## config.mk

```make
export PLATFORM = sky130hd
export DESIGN_NAME = breakpoint_unit
export DESIGN_NICKNAME = d
export VERILOG_FILES = /design/src/rtl/breakpoint_unit.sv
export SDC_FILE = /design/constraint.sdc
export NUM_CORES = 1
export LEC_CHECK = 0
export BUFFER_PORTS_ARGS = -buffer_cell sky130_fd_sc_hd__buf_2
export CAP_MARGIN = 40
export CORE_ASPECT_RATIO = 1.4
export CORE_MARGIN = 3
export CORE_UTILIZATION = 58
export DETAILED_ROUTE_END_ITERATION = 7
export GPL_ROUTABILITY_DRIVEN = 0
export PLACE_DENSITY = 0.8
export SLEW_MARGIN = 20
export SYNTH_ARGS = -nofsm -noshare
export SYNTH_HDL_FRONTEND = slang
export SYNTH_SLANG_ARGS = --single-unit
```

## constraint.sdc

```tcl
create_clock -name clk -period 3.2 [get_ports clk]
set_clock_uncertainty 0.05 [all_clocks]
set_input_delay 0.32 -clock clk [delete_from_list [all_inputs] [get_ports clk]]
set_output_delay 0.32 -clock clk [all_outputs]
set_load 0.01 [all_outputs]
```

## src/rtl/breakpoint_unit.sv

```systemverilog
// Instruction breakpoint stage: NBP armed PC comparators feeding a
// request/ack handshake toward the exception controller.
//
// Ports:
//   clk, reset (async, active-low)
//   wr_en/wr_idx/wr_addr/wr_arm : slot programming
//   pc/pc_valid                 : fetched instruction
//   exc_ack                     : exception controller took the request
//   bp_req/bp_idx/bp_pc         : request, winning slot, captured PC
//   bp_armed                    : arm bit per slot
//   hit_count                   : saturating accepted-hit counter
module breakpoint_unit #(
  parameter int N   = 64,
  parameter int NBP = 4,
  parameter int CW  = 8
) (
  input  logic                   clk,
  input  logic                   reset,
  input  logic                   wr_en,
  input  logic [$clog2(NBP)-1:0] wr_idx,
  input  logic [N-1:0]           wr_addr,
  input  logic                   wr_arm,
  input  logic [N-1:0]           pc,
  input  logic                   pc_valid,
  input  logic                   exc_ack,
  output logic                   bp_req,
  output logic [$clog2(NBP)-1:0] bp_idx,
  output logic [N-1:0]           bp_pc,
  output logic [NBP-1:0]         bp_armed,
  output logic [CW-1:0]          hit_count
);

  localparam int IW = $clog2(NBP);

  typedef enum logic [1:0] {
    IDLE    = 2'd0,
    PENDING = 2'd1,
    MASK    = 2'd2
  } state_t;

  state_t         state_q;
  state_t         state_d;
  logic [N-1:0]   addr_q [NBP];
  logic [NBP-1:0] hit;
  logic           any_hit;
  logic [IW-1:0]  win;
  logic           capture;

  // comp_n per slot: exact full-width equality
  always_comb begin
    hit = '0;
    for (int i = 0; i < NBP; i++) begin
      hit[i] = bp_armed[i] & (addr_q[i] == pc);
    end
  end

  assign any_hit = pc_valid & (|hit);

  // Lowest index wins: scan downward so the last assignment is lowest
  always_comb begin
    win = '0;
    for (int i = NBP - 1; i >= 0; i--) begin
      if (hit[i]) win = IW'(i);
    end
  end

  always_comb begin
    state_d = state_q;
    capture = 1'b0;
    unique case (state_q)
      IDLE: begin
        if (any_hit) begin
          state_d = PENDING;
          capture = 1'b1;
        end
      end
      PENDING: begin
        if (exc_ack) state_d = MASK;
      end
      MASK: begin
        // Leaving MASK re-evaluates the new pc as IDLE would
        if (pc_valid && (pc != bp_pc)) begin
          if (any_hit) begin
            state_d = PENDING;
            capture = 1'b1;
          end else begin
            state_d = IDLE;
          end
        end
      end
      default: state_d = IDLE;
    endcase
  end

  always_ff @(posedge clk or negedge reset) begin
    if (!reset) begin
      state_q   <= IDLE;
      bp_req    <= 1'b0;
      bp_idx    <= '0;
      bp_pc     <= '0;
      hit_count <= '0;
    end else begin
      state_q <= state_d;
      bp_req  <= (state_d == PENDING);
      if (capture) begin
        bp_idx <= win;
        bp_pc  <= pc;
        if (hit_count != {CW{1'b1}}) begin
          hit_count <= hit_count + 1'b1;
        end
      end
    end
  end

  always_ff @(posedge clk or negedge reset) begin
    if (!reset) begin
      bp_armed <= '0;
      for (int i = 0; i < NBP; i++) begin
        addr_q[i] <= '0;
      end
    end else if (wr_en) begin
      bp_armed[wr_idx] <= wr_arm;
      addr_q[wr_idx]   <= wr_addr;
    end
  end

endmodule

```

==> results.md <==
* Final number of setup-violating endpoints at 0
* H-Tree Depth at 1
* Hpwl dp at 39,760 um
* Post-Synthesis Cell Area at 16,600 um2
* Relative area change from synthesis to final layout at 18.25%
* Initial detailed-routing violation count at 925
* CORE AREA at 27,930 um2
* GRT met1 Usage at 39.20%
* Clock-pin transition on the worst setup and hold timing paths at 0.06 ns
* Die Outline Area at 30,720 um2
* Maximum number of pins on one net before global-route repair at 101
* Number of placement rows at 72
* Number of flops mapped to enable cells by yosys at 0
* Post-route ant nets at 0
* Transition at the pin with the smallest max-transition slack at 0.7584 ns
* Leading post-synthesis cells by instance count: dfrtp_1 (337), mux2_2 (307), xnor2_1 (167)
* Starting density of the core at 59.44%
* TritonCTS clock tree: yes
* Drc violations at 0
* Run status: complete, no violations
* Unique cell type count in the Yosys netlist at 48
* Asr flop ratio synth at 100.0%
* Most common cell in the netlist: dfrtp_1
* Total number of vias at 12,040
* Number of antenna violations at the first check in global routing at 2
* CTS sink count at 337
* Number of vias per cell at 6.101
* Layout cells sized above 1 at 39.64%
* Cell chain of the critical path: xnor2_1 > nand4_1 > nor4_1 > nand4_1 > o22ai_2 > o31ai_4 > buf_8 > nor4_1 > mux2_2
* Power per cell area at 571.1 nW/um2
* Most instantiated flip-flop cell in the synthesis netlist: dfrtp_1
* Maximum single-stage delay on the critical path at 0.54 ns
* Worst Path Buf+Inv at 1
* Final hold violation count at 0
* Final core area utilization at 70.29%
* Congestion Overflow GR at 0
* First-pass iteration count of the detailed router at 7
* Max-cap viol count at 0
* Required time of the critical path at 3.61 ns
* Layout Nets at 1,718
* Fraction of post-synthesis cell area in the top cell type by area at 50.80%
* Startpoint type of the worst setup path: register
* Highest net fanout along the worst path at 14
* I/O pin count at 215
* Max rail drop VDD at 0.4803 mV
* Routing layer with the top usage in global route: met2
* Crit path max-delay family: simple AND/OR/NAND/NOR gates
* Final slew viol count at 0
* Number of input and output port buffers inserted at 214
* Flip-flop and latch count after synthesis at 337
* Min-delay worst type: in2reg
* Largest area contributor in the synthesized netlist: dfrtp_1
* Warnings, synthesis at 0
* Final routed wirelength across all metal layers at 52,360 um
* Via count of the first global-routing pass at 12,530
* Later-pin clock latency in the skew report at 0.57 ns
* Peak clock frequency supported by timing at 0.3169 GHz
* Worst Setup Path Type: reg2reg
* Global-route wire length before repair at 76,730 um
* Endpoint arrival time on the critical path at 3.56 ns
* Relative slew slack at 48.97%
* Leak at 0.008871 uW
* Net count after synthesis at 1,471
* Routed length per instance at 26.54 um
* Met3 Use GR at 6.471%
* Post-Syn Instances at 1,334
* Max Buffers Root-to-Sink at 3
* Average cell area after synthesis at 12.44 um2
* Clock buffer count from CTS at 31
* Library cell used as clock root buffer: clkbuf_16
* Global Route met2 Usage at 54.77%
* Fin crit share at 98.60%
* Crit-path slowest cell: nor4_1
* Global-route total usage across every layer at 33.80%
* Setup repair after global routing missed its margin: no
* Category of the worst setup path capture point: register
* Die Wd at 149.0 um
* Biggest area contributors in the synthesized netlist: dfrtp_1 (51%), mux2_2 (21%), xnor2_1 (8.8%)
* Chip height at 206.2 um
* Minimum hold slack at 0.01300 ns
* Min Tclk post-route at 3.155 ns
* Sequential area share after synthesis at 50.80%
flip-flops by register name, summed over array words and instances (netlist names):
signal / flops
addr_q: 256
bp_pc: 64
state_q: 2
bp_idx: 2
bp_req: 1
hit_count: 8
bp_armed: 4
where the power goes:
| part | switching [uW] | internal [uW] |
|---|---|---|
| Sequential | 465 | 4890 |
| Combinational | 1190 | 1140 |
| Clock | 1590 | 1940 |
logic make-up (layout without fill, tap and decap cells):
group           after synthesis  count (layout)  synth area share, %
compound gates               84              84                3.942
xor+xnor                    258             258                13.61
fa+ha+maj                     1               1              0.07536
buf+inv                     146             414                3.791
flops                       337             337                50.80
mux                         308             308                20.89
other cells                   0               1                    0
simple gates                200             200                6.889
cell usage in the layout, fill, tap and decap left out, types with 3 or more instances in the layout:
cell type / instances
dfrtp_1: 337
mux2_2: 307
buf_2: 213
xnor2_1: 165
xor2_1: 91
buf_4: 52
inv_1: 48
nand4_1: 46
nand2b_1: 41
dlygate4sd3_1: 37
nor4_1: 34
clkbuf_16: 31
nand2_1: 27
o21ai_0: 22
nor2b_1: 15
o2111ai_1: 14
clkbuf_1: 12
nor3_1: 10
nor2_1: 9
nand3_1: 9
o22ai_1: 8
clkbuf_8: 7
buf_12: 7
o221ai_1: 6
a221o_1: 6
a21oi_1: 4
a2111o_1: 3
o2bb2ai_1: 3
clkinv_2: 3
metrics by stage:
stage	instances	instance area [um2]	total power (uW)	setup TNS (ns)	worst slack, ns
floorplan	1334	16600	6665	0	0.5858
global placement	1876	18210	7538	-2.375	-0.1062
detailed placement	1878	18240	7637	-1.384	-0.08958
CTS	1968	19540	11170	0	0.006803
global route	1972	19630	11570	0	0.01523
finish	1973	19630	11210	0	0.04487
what timing repair did:
item,in CTS,in global routing
setup endpoints to repair,0,32
hold buffers,36,1
hold endpoints to repair,143,1
buffers inserted,0,3
resized for setup,0,9
routing by layer:
metal  up-vias  routed length, um
met5         -                 20
met4         2               5004
met3       237               3923
met2       618              25000
met1      6047              18420
li1       5133                  -
path summary, 6_finish.rpt:
check,startpoint,to,slack (ns),depth (start not counted)
worst min register to register,hit_count[0],hit_count[0],0.47,1
max in group asynchronous,reset,addr_q[221],2.03,3
worst max register to register,addr_q[26],hit_count[7],0.04,9
worst min-delay path,wr_addr[27],addr_q[155],0.01,2
worst max-delay path,addr_q[26],hit_count[7],0.04,9
min in group asynchronous,reset,addr_q[45],0.19,2
layout make-up:
| type | count | area (um2) |
|---|---|---|
| Sequential cell | 337 | 8433 |
| Fill cell | 1992 | 8297 |
| Multi-Input combinational cell | 851 | 7610 |
| Timing Repair Buffer | 311 | 1997 |
| Clock buffer | 50 | 917.1 |
| Tap cell | 370 | 462.9 |
| Inverter | 49 | 183.9 |
| Clock inverter | 4 | 23.77 |
| Antenna cell | 1 | 2.502 |
Note: power is estimated with default switching activity, not from simulation.
